==> src/rtl/shift_ctrl_pkg.sv <==
// Shared encodings and constants for the serial shift-register sequencer.
// Imported by the top and the clock-enable divider.
package shift_ctrl_pkg;

    typedef enum logic [1:0] {
        IDLE  = 2'd0,
        SHIFT = 2'd1,
        DONE  = 2'd2
    } state_t;

    // Words leave on SI most-significant bit first.
    localparam bit MSB_FIRST = 1'b1;

    function automatic int tick_w(input int width, input int depth);
        return $clog2(width + depth);
    endfunction

    localparam int TICK_W = tick_w(8, 4);

endpackage

==> src/rtl/clken_divider.sv <==
// Rate generator: one-cycle tick every div+1 enabled cycles.
// The counter restarts from zero whenever en drops, so the first tick is div cycles in.
module clken_divider
    import shift_ctrl_pkg::*;
#(
    parameter int DIV_W = 8
) (
    input  logic             clk,
    input  logic             rst,
    input  logic             en,
    input  logic [DIV_W-1:0] div,
    output logic             tick
);

    logic [DIV_W-1:0] cnt;

    assign tick = en && (cnt == div);

    always_ff @(posedge clk or negedge rst) begin
        if (!rst) begin
            cnt <= '0;
        end else if (!en || tick) begin
            cnt <= '0;
        end else begin
            cnt <= cnt + DIV_W'(1);
        end
    end

endmodule

==> src/rtl/shift_register_ctrl.sv <==
// Sequencer for an external DEPTH-stage serial shift register: shifts a word out
// on SI at a programmable rate and captures the word returning on SO.
module shift_register_ctrl
    import shift_ctrl_pkg::*;
#(
    parameter int WIDTH = 8,
    parameter int DEPTH = 4,
    parameter int DIV_W = 8
) (
    input  logic             clk,
    input  logic             rst,
    input  logic [WIDTH-1:0] tx_data,
    input  logic             tx_valid,
    output logic             tx_ready,
    input  logic [DIV_W-1:0] div,
    output logic             sr_clken,
    output logic             sr_si,
    input  logic             sr_so,
    output logic [WIDTH-1:0] rx_data,
    output logic             rx_valid,
    output logic             busy
);

    localparam int TW = tick_w(WIDTH, DEPTH);
    localparam int IW = (WIDTH > 1) ? $clog2(WIDTH) : 1;

    state_t           state;
    state_t           state_nx;
    logic [WIDTH-1:0] tx_q;
    logic [DIV_W-1:0] div_q;
    logic [TW-1:0]    t;
    logic             si_q;
    logic [WIDTH-1:0] rx_shift;
    logic [WIDTH-1:0] rx_next;
    logic [IW-1:0]    idx;
    logic             bit_now;
    logic             tick;
    logic             in_shift;
    logic             accept;
    logic             last_tick;

    assign in_shift  = (state == SHIFT);
    assign accept    = (state == IDLE) && tx_valid;
    assign last_tick = tick && (t == TW'(WIDTH + DEPTH - 1));
    assign rx_next   = {rx_shift[WIDTH-2:0], sr_so};

    clken_divider #(
        .DIV_W(DIV_W)
    ) u_div (
        .clk (clk),
        .rst (rst),
        .en  (in_shift),
        .div (div_q),
        .tick(tick)
    );

    // Bit for the current tick index; zero once the word is out (flush).
    always_comb begin
        idx     = IW'(MSB_FIRST ? (WIDTH - 1 - int'(t)) : int'(t));
        bit_now = 1'b0;
        if (int'(t) < WIDTH) begin
            bit_now = tx_q[idx];
        end
    end

    always_ff @(posedge clk or negedge rst) begin
        if (!rst) begin
            state <= IDLE;
        end else begin
            state <= state_nx;
        end
    end

    always_comb begin
        state_nx = state;
        unique case (state)
            IDLE:    if (tx_valid) state_nx = SHIFT;
            SHIFT:   if (last_tick) state_nx = DONE;
            DONE:    state_nx = IDLE;
            default: state_nx = IDLE;
        endcase
    end

    assign tx_ready = (state == IDLE);
    assign busy     = !tx_ready;
    assign rx_valid = (state == DONE);
    assign sr_clken = tick;
    // SI is live on a tick edge and holds the last shifted bit in between.
    assign sr_si    = in_shift && (tick ? bit_now : si_q);

    always_ff @(posedge clk or negedge rst) begin
        if (!rst) begin
            tx_q     <= '0;
            div_q    <= '0;
            t        <= '0;
            si_q     <= 1'b0;
            rx_shift <= '0;
            rx_data  <= '0;
        end else begin
            if (accept) begin
                tx_q     <= tx_data;
                div_q    <= div;
                t        <= '0;
                rx_shift <= '0;
            end
            if (!in_shift) begin
                si_q <= 1'b0;
            end else if (tick) begin
                si_q <= bit_now;
                t    <= t + TW'(1);
                // SO carries stale contents until the first bit has crossed DEPTH stages.
                if (int'(t) >= DEPTH) begin
                    rx_shift <= rx_next;
                end
                if (last_tick) begin
                    rx_data <= rx_next;
                end
            end
        end
    end

endmodule

==> config.mk <==
export PLATFORM = sky130hd
export DESIGN_NAME = shift_register_ctrl
export DESIGN_NICKNAME = d
export VERILOG_FILES = /design/src/rtl/shift_ctrl_pkg.sv /design/src/rtl/clken_divider.sv /design/src/rtl/shift_register_ctrl.sv
export SDC_FILE = /design/constraint.sdc
export NUM_CORES = 1
export LEC_CHECK = 0
export BUFFER_PORTS_ARGS = -buffer_cell sky130_fd_sc_hd__buf_2
export CAP_MARGIN = 5
export CORE_ASPECT_RATIO = 2
export CORE_MARGIN = 4
export CORE_UTILIZATION = 38
export DETAILED_ROUTE_END_ITERATION = 10
export GPL_TIMING_DRIVEN = 1
export MAX_ROUTING_LAYER = met4
export SYNTH_ARGS = -nofsm -noshare
export SYNTH_HDL_FRONTEND = slang
export SYNTH_HIERARCHICAL = 1
export SYNTH_SLANG_ARGS = --single-unit
==> constraint.sdc <==
create_clock -name clk -period 2.96 [get_ports clk]
set_clock_uncertainty 0.1 [all_clocks]
set_input_delay 0.296 -clock clk [delete_from_list [all_inputs] [get_ports clk]]
set_output_delay 0.296 -clock clk [all_outputs]
set_load 0.005 [all_outputs]
==> impl_metrics.toml, run 1 <==
[run_status]
outcome = "finished, final reports clean"

[sta]
hold_viol = 0
tightest_slew_ns = 1.06
fin_crit_sh = 0.954
rsz0062_at_grt = "false"
tns_ns = 0
drv_slew = 0
finalSetupViolCount = 0
max_freq_mhz = 354
max-slew-margin-rel = 0.290
post-route-min-period_ns = 2.82

[setup_path]
worstPathRequired_ns = 2.56
cp-startpoint = "div_q[1]"
r2r_start = "div_q[1]"
worstSetupStartpointType = "register"
worst-path-max-fanout = 4
critPathCaptureType = "output port"
reg2reg_slack_ns = 0.36
r2r_cells = 8
worstPathArrival_ns = 2.43
r2r_end = "rx_data[5]"
critical_path_class = "register to output port"

[clock_tree]
holdBufCountCts = 0
h-tree-depth = 2
clk_pin_slew_ns = 0.09
cts-root-buf = "clkbuf_8"
insertion_delay_ns = 0.30
clk_path_buf_depth = 2
cts.sinks = 46
cts_tree = "built"
numCtsBuffers = 5

[floorplanning]
initial_core_util = 0.397
coreArea_sq_um = 5470
fp.dieH_microns = 115
ios = 33
die_x_microns = 61.4
dieArea_sq_um = 7060
rows = 38

[yosys]
seq_area_frac_synth = 0.531
synth_flop_cell = "dfrtp_1"
ys_ff_latch = 46
syn_inst = 167
ys_async_sr_fraction = 1.00
synth.distinct_cells = 33
synth_edf_count = 0
synth.avg_cell_area_sq_um = 13.0
syn_nets = 189
mappedNetlistArea_sq_um = 2170
ys_warn_count = 6

[routing]
vias = 1393
wl_per_cell_microns = 15.3
first_pass_iters = 4
met3_length_microns = 146
drt_wl_total_microns = 4160
highest_layer = "met4"
drcViolationCount = 0
wl_met1_microns = 1620
drtIter0Drc = 26
ant_nets = 0
viasPerCell = 5.12
routed-wl-met2_microns = 2300

[place]
placed_cell_area_sq_um = 2400
dp_hpwl_microns = 2960
gp_congestion = 0.793
portBuffers = 32

[power_and_ir_drop]
p_sw_frac = 0.316
ir_worst_vdd_mv = 0.600
power_density_nw_per_um2 = 925
seqPwrFrac = 0.430
clkPwrFrac = 0.240
leakage_nw = 1.25
pwr-share-comb = 0.331
intPower_mw = 1.63
switching_power_mw = 0.753

[global_routing]
antenna_found_initial = 0
grt.total_usage = 0.138
grt_overflow_total = 0
grt_max_degree = 47
first_global_vias = 1499
grt_pass1_wl_microns = 7060

[final_layout]
syn_to_final_growth_pct = 18.9
drive_gt1_frac = 0.401
multiInputGateArea_sq_um = 935
diodes = 0
fill_cells = 485
final_area_sq_um = 2580
seq_area_sq_um = 1150
nNetsFinal = 233

[job]
cap_violations = 0

[min_path]
hp-class = "primary input to async pin"
-- cell usage after synthesis (2+ instances only) --
cell type	instances	area, sq um
o31ai_1	2	15.0
mux2_2	17	191
nand3_1	6	30.0
inv_1	11	41.3
mux2_4	8	120
a211oi_1	5	37.5
nor4_2	2	25.0
nand4_1	2	12.5
buf_6	2	22.5
xor2_1	8	70.1
buf_2	2	10.0
or3_1	3	18.8
xor2_2	2	32.5
ha_1	2	25.0
nand2_1	16	60.1
dfrtp_1	46	1150
mux2i_1	10	100
nor2_1	3	11.3
o21ai_0	4	20.0
a221oi_1	3	26.3
-- worst max path at each step --
stage / to / slack (ns) / depth (start not counted)
floorplan: sr_si / 0.38 / 6
global placement: sr_si / 0.30 / 8
detailed placement: sr_si / 0.26 / 8
CTS: sr_si / 0.02 / 8
global route: sr_si / 0.01 / 8
finish: sr_si / 0.14 / 8
-- power by group through the flow --
stage                     combinational, mW  sequential, mW  clock, mW
after detailed placement              0.746            1.05          0
after global routing                  0.876            1.07      0.614
after CTS                             0.758            1.03      0.596
after global placement                0.735            1.04          0
final                                 0.789            1.03      0.572
after floorplan                       0.604           0.971          0
-- worst max-delay path: stages (launching register included) --
cell      delay (ns)
dfrtp_1         0.40
xor2_1          0.18
nor4_2          0.33
buf_4           0.18
and3_4          0.22
nand3b_4        0.09
a311o_1         0.29
o31ai_2         0.28
buf_2           0.16
-- final cells by class --
type,instances,share of cell area
clock buffer,6,0.0320
clock inverter,2,0.0233
inverter,11,0.0160
multi-input combinational,105,0.362
sequential,46,0.446
tap,60,0.0291
timing repair buffer,42,0.0912
-- registers in the layout (all words and copies together) (netlist names) --
signal     count
div_q          8
rx_data        8
tx_q           8
u_div/cnt      8
rx_shift       7
t              4
state          2
si_q           1
-- layer usage --
| layer | vias up | track usage |
|---|---|---|
| met4 | 0 | 0.0595 |
| met3 | 7 | 0.0236 |
| met2 | 23 | 0.232 |
| met5 | - | - |
| li1 | 671 | - |
| met1 | 692 | 0.157 |
-- repair_timing --
item	CTS	global route
setup endpoints to repair	1	1
setup buffers	0	4
pin swaps	0	3
resized for setup	2	1
-- cells by family after synthesis --
logic type      count (synthesis)  synth area share
compound gates                 15            0.0502
xor+xnor                       11            0.0513
simple gates                   41             0.113
flops                          46             0.531
mux                            36             0.200
fa+ha+maj                       2            0.0115
buf+inv                        16            0.0433
-- placed cells by master (no fill, tap or decap) --
master,instances
nand4_1,2
and3_4,1
and3b_1,1
nor3_4,1
o21ai_0,4
buf_2,32
ha_1,2
a221oi_1,3
nor3b_1,1
xor2_2,2
xor2_1,8
o31ai_1,1
mux2i_1,10
a311o_1,1
and2b_1,1
nand2_1,16
clkbuf_8,6
nor2_2,1
bufinv_16,2
nor2_1,3
nand3b_4,1
mux2_4,8
buf_4,10
or3b_1,1
or3_1,3
a211oi_1,5
mux2_2,17
nor2b_1,1
o31ai_2,1
nor4_2,2
nand3_1,6
dfrtp_1,46
inv_1,11
mux4_2,1
xnor2_1,1
-- stage by stage --
stage	util	hold WS (ns)	std cells	setup slack, ns	total power, mW
floorplan	-	-0.0996	167	0.377	1.58
global placement	0.438	0.385	260	0.304	1.78
detailed placement	0.438	0.390	260	0.265	1.79
CTS	0.466	0.113	268	0.0174	2.39
global route	0.472	0.126	272	0.0147	2.55
finish	0.472	0.0707	272	0.137	2.39
Power figures use the tool's default switching activity.
==> inputs of run 2 (changes only) <==
Settings changed: HOLD_SLACK_MARGIN set to 0.15.
==> run 2 against run 1 <==
  * Count of clock-buffer cells in the layout is the same
  * First-iteration DRC count is 7.7% higher
  * Sequential share of layout area fell by 2.8 points
  * Worst hold slack better by 0.089 ns
  * Die area unchanged
  * Non-clock buffer count up 17
  * Highest routed layer unchanged
==> impl_metrics.toml, run 2 (synthesis gave the netlist of run 1 again) <==
[final_layout]
final_common_cell = "dfrtp_1"
final_util = 0.503
stdcell_count = 289
final_cell_mix = "46 x dfrtp_1, 32 x buf_2, 17 x mux2_2, 17 x dlygate4sd3_1, 16 x nand2_1"
syn_to_final_growth_pct = 26.8
diodes = 0
nNetsFinal = 250
drive_gt1_frac = 0.371

[floorplanning]
initial_core_util = 0.397
coreArea_sq_um = 5470
fp.dieH_microns = 115
dieArea_sq_um = 7060
die_x_microns = 61.4
rows = 38
ios = 33

[sta]
drv_slew = 0
hold_viol = 0
post-route-min-period_ns = 2.82
fin_ws_ns = 0.137
max-slew-margin-rel = 0.280
tns_ns = 0
tightest_slew_ns = 1.08
fin_crit_sh = 0.954
finalSetupViolCount = 0
rsz0062_at_grt = "false"
max_freq_mhz = 354

[place]
pre_cts_slack_ns = 0.265
gp_congestion = 0.793
portBuffers = 32
placed_cells = 260
dp_hpwl_microns = 2960

[global_routing]
grt_pass1_wl_microns = 7380
grt_overflow_total = 0
grt_busiest_layer = "met2"
grt.total_usage = 0.145
first_global_vias = 1592
use_met1 = 0.160
antenna_found_initial = 0
grt_use_met2 = 0.248
use_met3 = 0.0236
grt_max_degree = 47

[setup_path]
r2r_cells = 8
worst-path-max-fanout = 4
max_stage_delay_ns = 0.40
r2r_start = "div_q[1]"
r2r_end = "rx_data[5]"
cp-startpoint = "div_q[1]"
cpMaxStageDelayCell = "dfrtp_1"
worstPathArrival_ns = 2.43
reg2reg_slack_ns = 0.36
worstPathRequired_ns = 2.56
worstSetupStartpointType = "register"
critPathCaptureType = "output port"
worstPathCellList = "xor2_1 -> nor4_2 -> buf_4 -> and3_4 -> nand3b_4 -> a311o_1 -> o31ai_2 -> buf_2"
critical_path_class = "register to output port"

[clock_tree]
cts-root-buf = "clkbuf_8"
insertion_delay_ns = 0.30
h-tree-depth = 2
cts_tree = "built"
clk_path_buf_depth = 2
cts.sinks = 46
numCtsBuffers = 5
clk_pin_slew_ns = 0.09

[routing]
drcViolationCount = 0
drt_wl_total_microns = 4370
wl_per_cell_microns = 15.1
viasPerCell = 5.07
vias = 1465
ant_nets = 0
first_pass_iters = 4
drtIter0Drc = 28

[job]
cap_violations = 0

[power_and_ir_drop]
power_density_nw_per_um2 = 874
total_power_mw = 2.40
leakage_nw = 1.33
ir_worst_vdd_mv = 0.600

[min_path]
min_from = "tx_data[5]"
hold_end = "tx_q[5]"
hp-class = "primary input to register"
hold_depth = 2

[run_status]
outcome = "finished, final reports clean"
[run 2: changes by cell type in the layout (fill, tap and decap cells not counted)]
| cell | previous run | this run |
|---|---|---|
| dlygate4sd3_1 | 0 | 17 |
[run 2: per-stage QoR]
stage | hold WS [ns] | instance area (sq um)
2_1_floorplan | -0.0996 | 2170
3_3_place_gp | 0.385 | 2400
3_5_place_dp | 0.390 | 2400
4_1_cts | 0.156 | 2720
5_1_grt | 0.155 | 2750
6_report | 0.160 | 2750
[run 2: layer usage]
layer	routed length [microns]	share of wire
met3	139	0.032
met5	0	0
met1	1700	0.39
met4	89	0.020
met2	2440	0.56
[run 2: report_power, final]
part           total (mW)  switching, mW  internal (mW)
Clock               0.571          0.211          0.360
Sequential           1.03          0.196          0.830
Combinational       0.807          0.349          0.458
[run 2: final cells by class]
type | instances | area [sq um]
Timing Repair Buffer | 59 | 405
Tap cell | 60 | 75.1
Clock inverter | 2 | 60.1
Fill cell | 469 | 2720
Clock buffer | 6 | 82.6
Multi-Input combinational cell | 105 | 935
Sequential cell | 46 | 1150
Inverter | 11 | 41.3
[run 2: how the worst max path moves through the flow]
| stage | endpoint | slack, ns |
|---|---|---|
| 5_1_grt | sr_si | 0.01 |
| 3_5_place_dp | sr_si | 0.26 |
| 3_3_place_gp | sr_si | 0.30 |
| 2_1_floorplan | sr_si | 0.38 |
| 4_1_cts | sr_si | 0.02 |
| 6_report | sr_si | 0.14 |
[run 2: critical path: cells and delay by family (launching register included)]
| kind | cells | cell delay (ns) |
|---|---|---|
| simple gates | 3 | 0.63 |
| compound gates | 2 | 0.57 |
| flops | 1 | 0.40 |
| buf+inv | 2 | 0.34 |
| xor+xnor | 1 | 0.19 |
[run 2: timing repair]
| action | in CTS | in global routing |
|---|---|---|
| setup endpoints to repair | 1 | 1 |
| setup buffers | 0 | 4 |
| hold buffers | 17 | 0 |
| resized for setup | 2 | 1 |
| endpoints found under the hold margin | 63 | 0 |
| pin swaps | 0 | 3 |
==> inputs of run 3 (changes only) <==
Settings changed: CORE_MARGIN 4 to 2.
==> run 3 against run 2 <==
  * First-iteration DRC count shrank 54%
  * Critical path depth decreased by 1
  * Non-clock buffer count is 10 lower
  * Sequential share of layout area up 1.6 points
  * Power shrank 5.6%
  * Largest power group unchanged
  * Highest routed layer unchanged
==> impl_metrics.toml, run 3 (synthesis gave the netlist of run 1 again) <==
[run_status]
outcome = "finished, final reports clean"

[sta]
finalSetupViolCount = 0
tns_ns = 0
max_freq_mhz = 363
hold_viol = 0
fin_crit_sh = 0.932
drv_slew = 0
max-slew-margin-rel = 0.338
post-route-min-period_ns = 2.76
tightest_slew_ns = 0.993
fin_ws_ns = 0.202
rsz0062_at_grt = "false"

[global_routing]
grt.total_usage = 0.139
grt_max_degree = 47
antenna_found_initial = 0
first_global_vias = 1477
grt_overflow_total = 0
grt_pass1_wl_microns = 6750

[clock_tree]
cts_tree = "built"
clk_path_buf_depth = 2
numCtsBuffers = 5
clk_pin_slew_ns = 0.06
h-tree-depth = 2
insertion_delay_ns = 0.28
cts.sinks = 46
cts-root-buf = "clkbuf_16"

[final_layout]
drive_gt1_frac = 0.353
final_util = 0.472
final_common_cell = "dfrtp_1"
diodes = 0
final_cell_mix = "46 x dfrtp_1, 32 x buf_2, 17 x mux2_2, 16 x nand2_1, 13 x dlygate4sd3_1"
nNetsFinal = 240
fill_cells = 493
syn_to_final_growth_pct = 22.1
stdcell_count = 279
final_area_sq_um = 2650

[place]
pre_cts_slack_ns = 0.475
dp_hpwl_microns = 2550
placed_cells = 259
gp_congestion = 0.773
placed_cell_area_sq_um = 2380
portBuffers = 32

[floorplanning]
die_x_microns = 57.4
dieArea_sq_um = 6370
rows = 39
initial_core_util = 0.387
fp.dieH_microns = 111
coreArea_sq_um = 5610
ios = 33

[setup_path]
reg2reg_slack_ns = 0.57
worst-path-max-fanout = 6
critical_path_class = "register to output port"
critPathCaptureType = "output port"
r2r_cells = 6
worstPathArrival_ns = 2.36
worstSetupStartpointType = "register"
cpLargestDelayFamily = "simple AND/OR/NAND/NOR gates"
worstPathRequired_ns = 2.56
cpMaxStageDelayCell = "dfrtp_1"
worstPathCellList = "xor2_1 -> nor4_2 -> and3_2 -> nand3b_4 -> a311o_1 -> o31ai_1 -> buf_2"
max_stage_delay_ns = 0.44
cp_num_buf_inv = 1
r2r_end = "rx_data[0]"
r2r_start = "u_div/cnt[4]"

[routing]
drtIter0Drc = 13
ant_nets = 0
drt_wl_total_microns = 3720
wl_per_cell_microns = 13.3
viasPerCell = 4.97
drcViolationCount = 0
vias = 1386
first_pass_iters = 4

[job]
cap_violations = 0

[min_path]
hold_end = "tx_q[1]"
hold_depth = 2
min_from = "tx_data[1]"
hp-class = "primary input to register"

[power_and_ir_drop]
power_density_nw_per_um2 = 857
leakage_nw = 1.28
ir_worst_vdd_mv = 0.529
run 3: worst max path at each step:
stage / start / endpoint / slack, ns / depth (start not counted)
final: u_div/cnt[4] / sr_si / 0.20 / 7
after global routing: u_div/cnt[4] / sr_si / 0.02 / 7
after CTS: u_div/cnt[4] / sr_si / 0.14 / 7
after detailed placement: u_div/cnt[4] / sr_si / 0.48 / 7
after global placement: div_q[7] / sr_si / 0.49 / 7
after floorplan: div_q[7] / sr_si / 0.38 / 6
run 3: metrics by stage:
stage                     hold slack [ns]  power, mW
after CTS                           0.151       2.31
after global routing                0.151       2.45
after global placement              0.385       1.73
final                               0.157       2.27
after floorplan                   -0.0996       1.58
after detailed placement            0.392       1.76
run 3: report_power, final:
| part | switching (mW) | internal, mW |
|---|---|---|
| sequential | 0.204 | 0.832 |
| clock | 0.211 | 0.304 |
| combinational | 0.318 | 0.400 |
| total | 0.733 | 1.54 |
run 3: layout make-up:
class | count | area (sq um) | share of cell area
Timing Repair Buffer | 49 | 320 | 0.121
Clock buffer | 5 | 125 | 0.0472
Sequential cell | 46 | 1150 | 0.434
Clock inverter | 2 | 10.0 | 0.00378
Inverter | 11 | 41.3 | 0.0156
Multi-Input combinational cell | 105 | 926 | 0.349
Tap cell | 61 | 76.3 | 0.0288
run 3: per-layer routing:
| layer | part of all wire | up-vias | track usage |
|---|---|---|---|
| li1 | - | 688 | - |
| met1 | 0.46 | 659 | 0.179 |
| met2 | 0.48 | 32 | 0.202 |
| met3 | 0.035 | 7 | 0.0327 |
| met4 | 0.024 | 0 | 0.0682 |
| met5 | 0 | - | - |
run 3: timing repair:
| item | 4_1_cts | 5_1_grt |
|---|---|---|
| endpoints found under the setup margin | 0 | 1 |
| hold endpoints to repair | 58 | 0 |
| resized for setup | 0 | 1 |
| hold buffers | 13 | 0 |
| setup buffers | 0 | 0 |
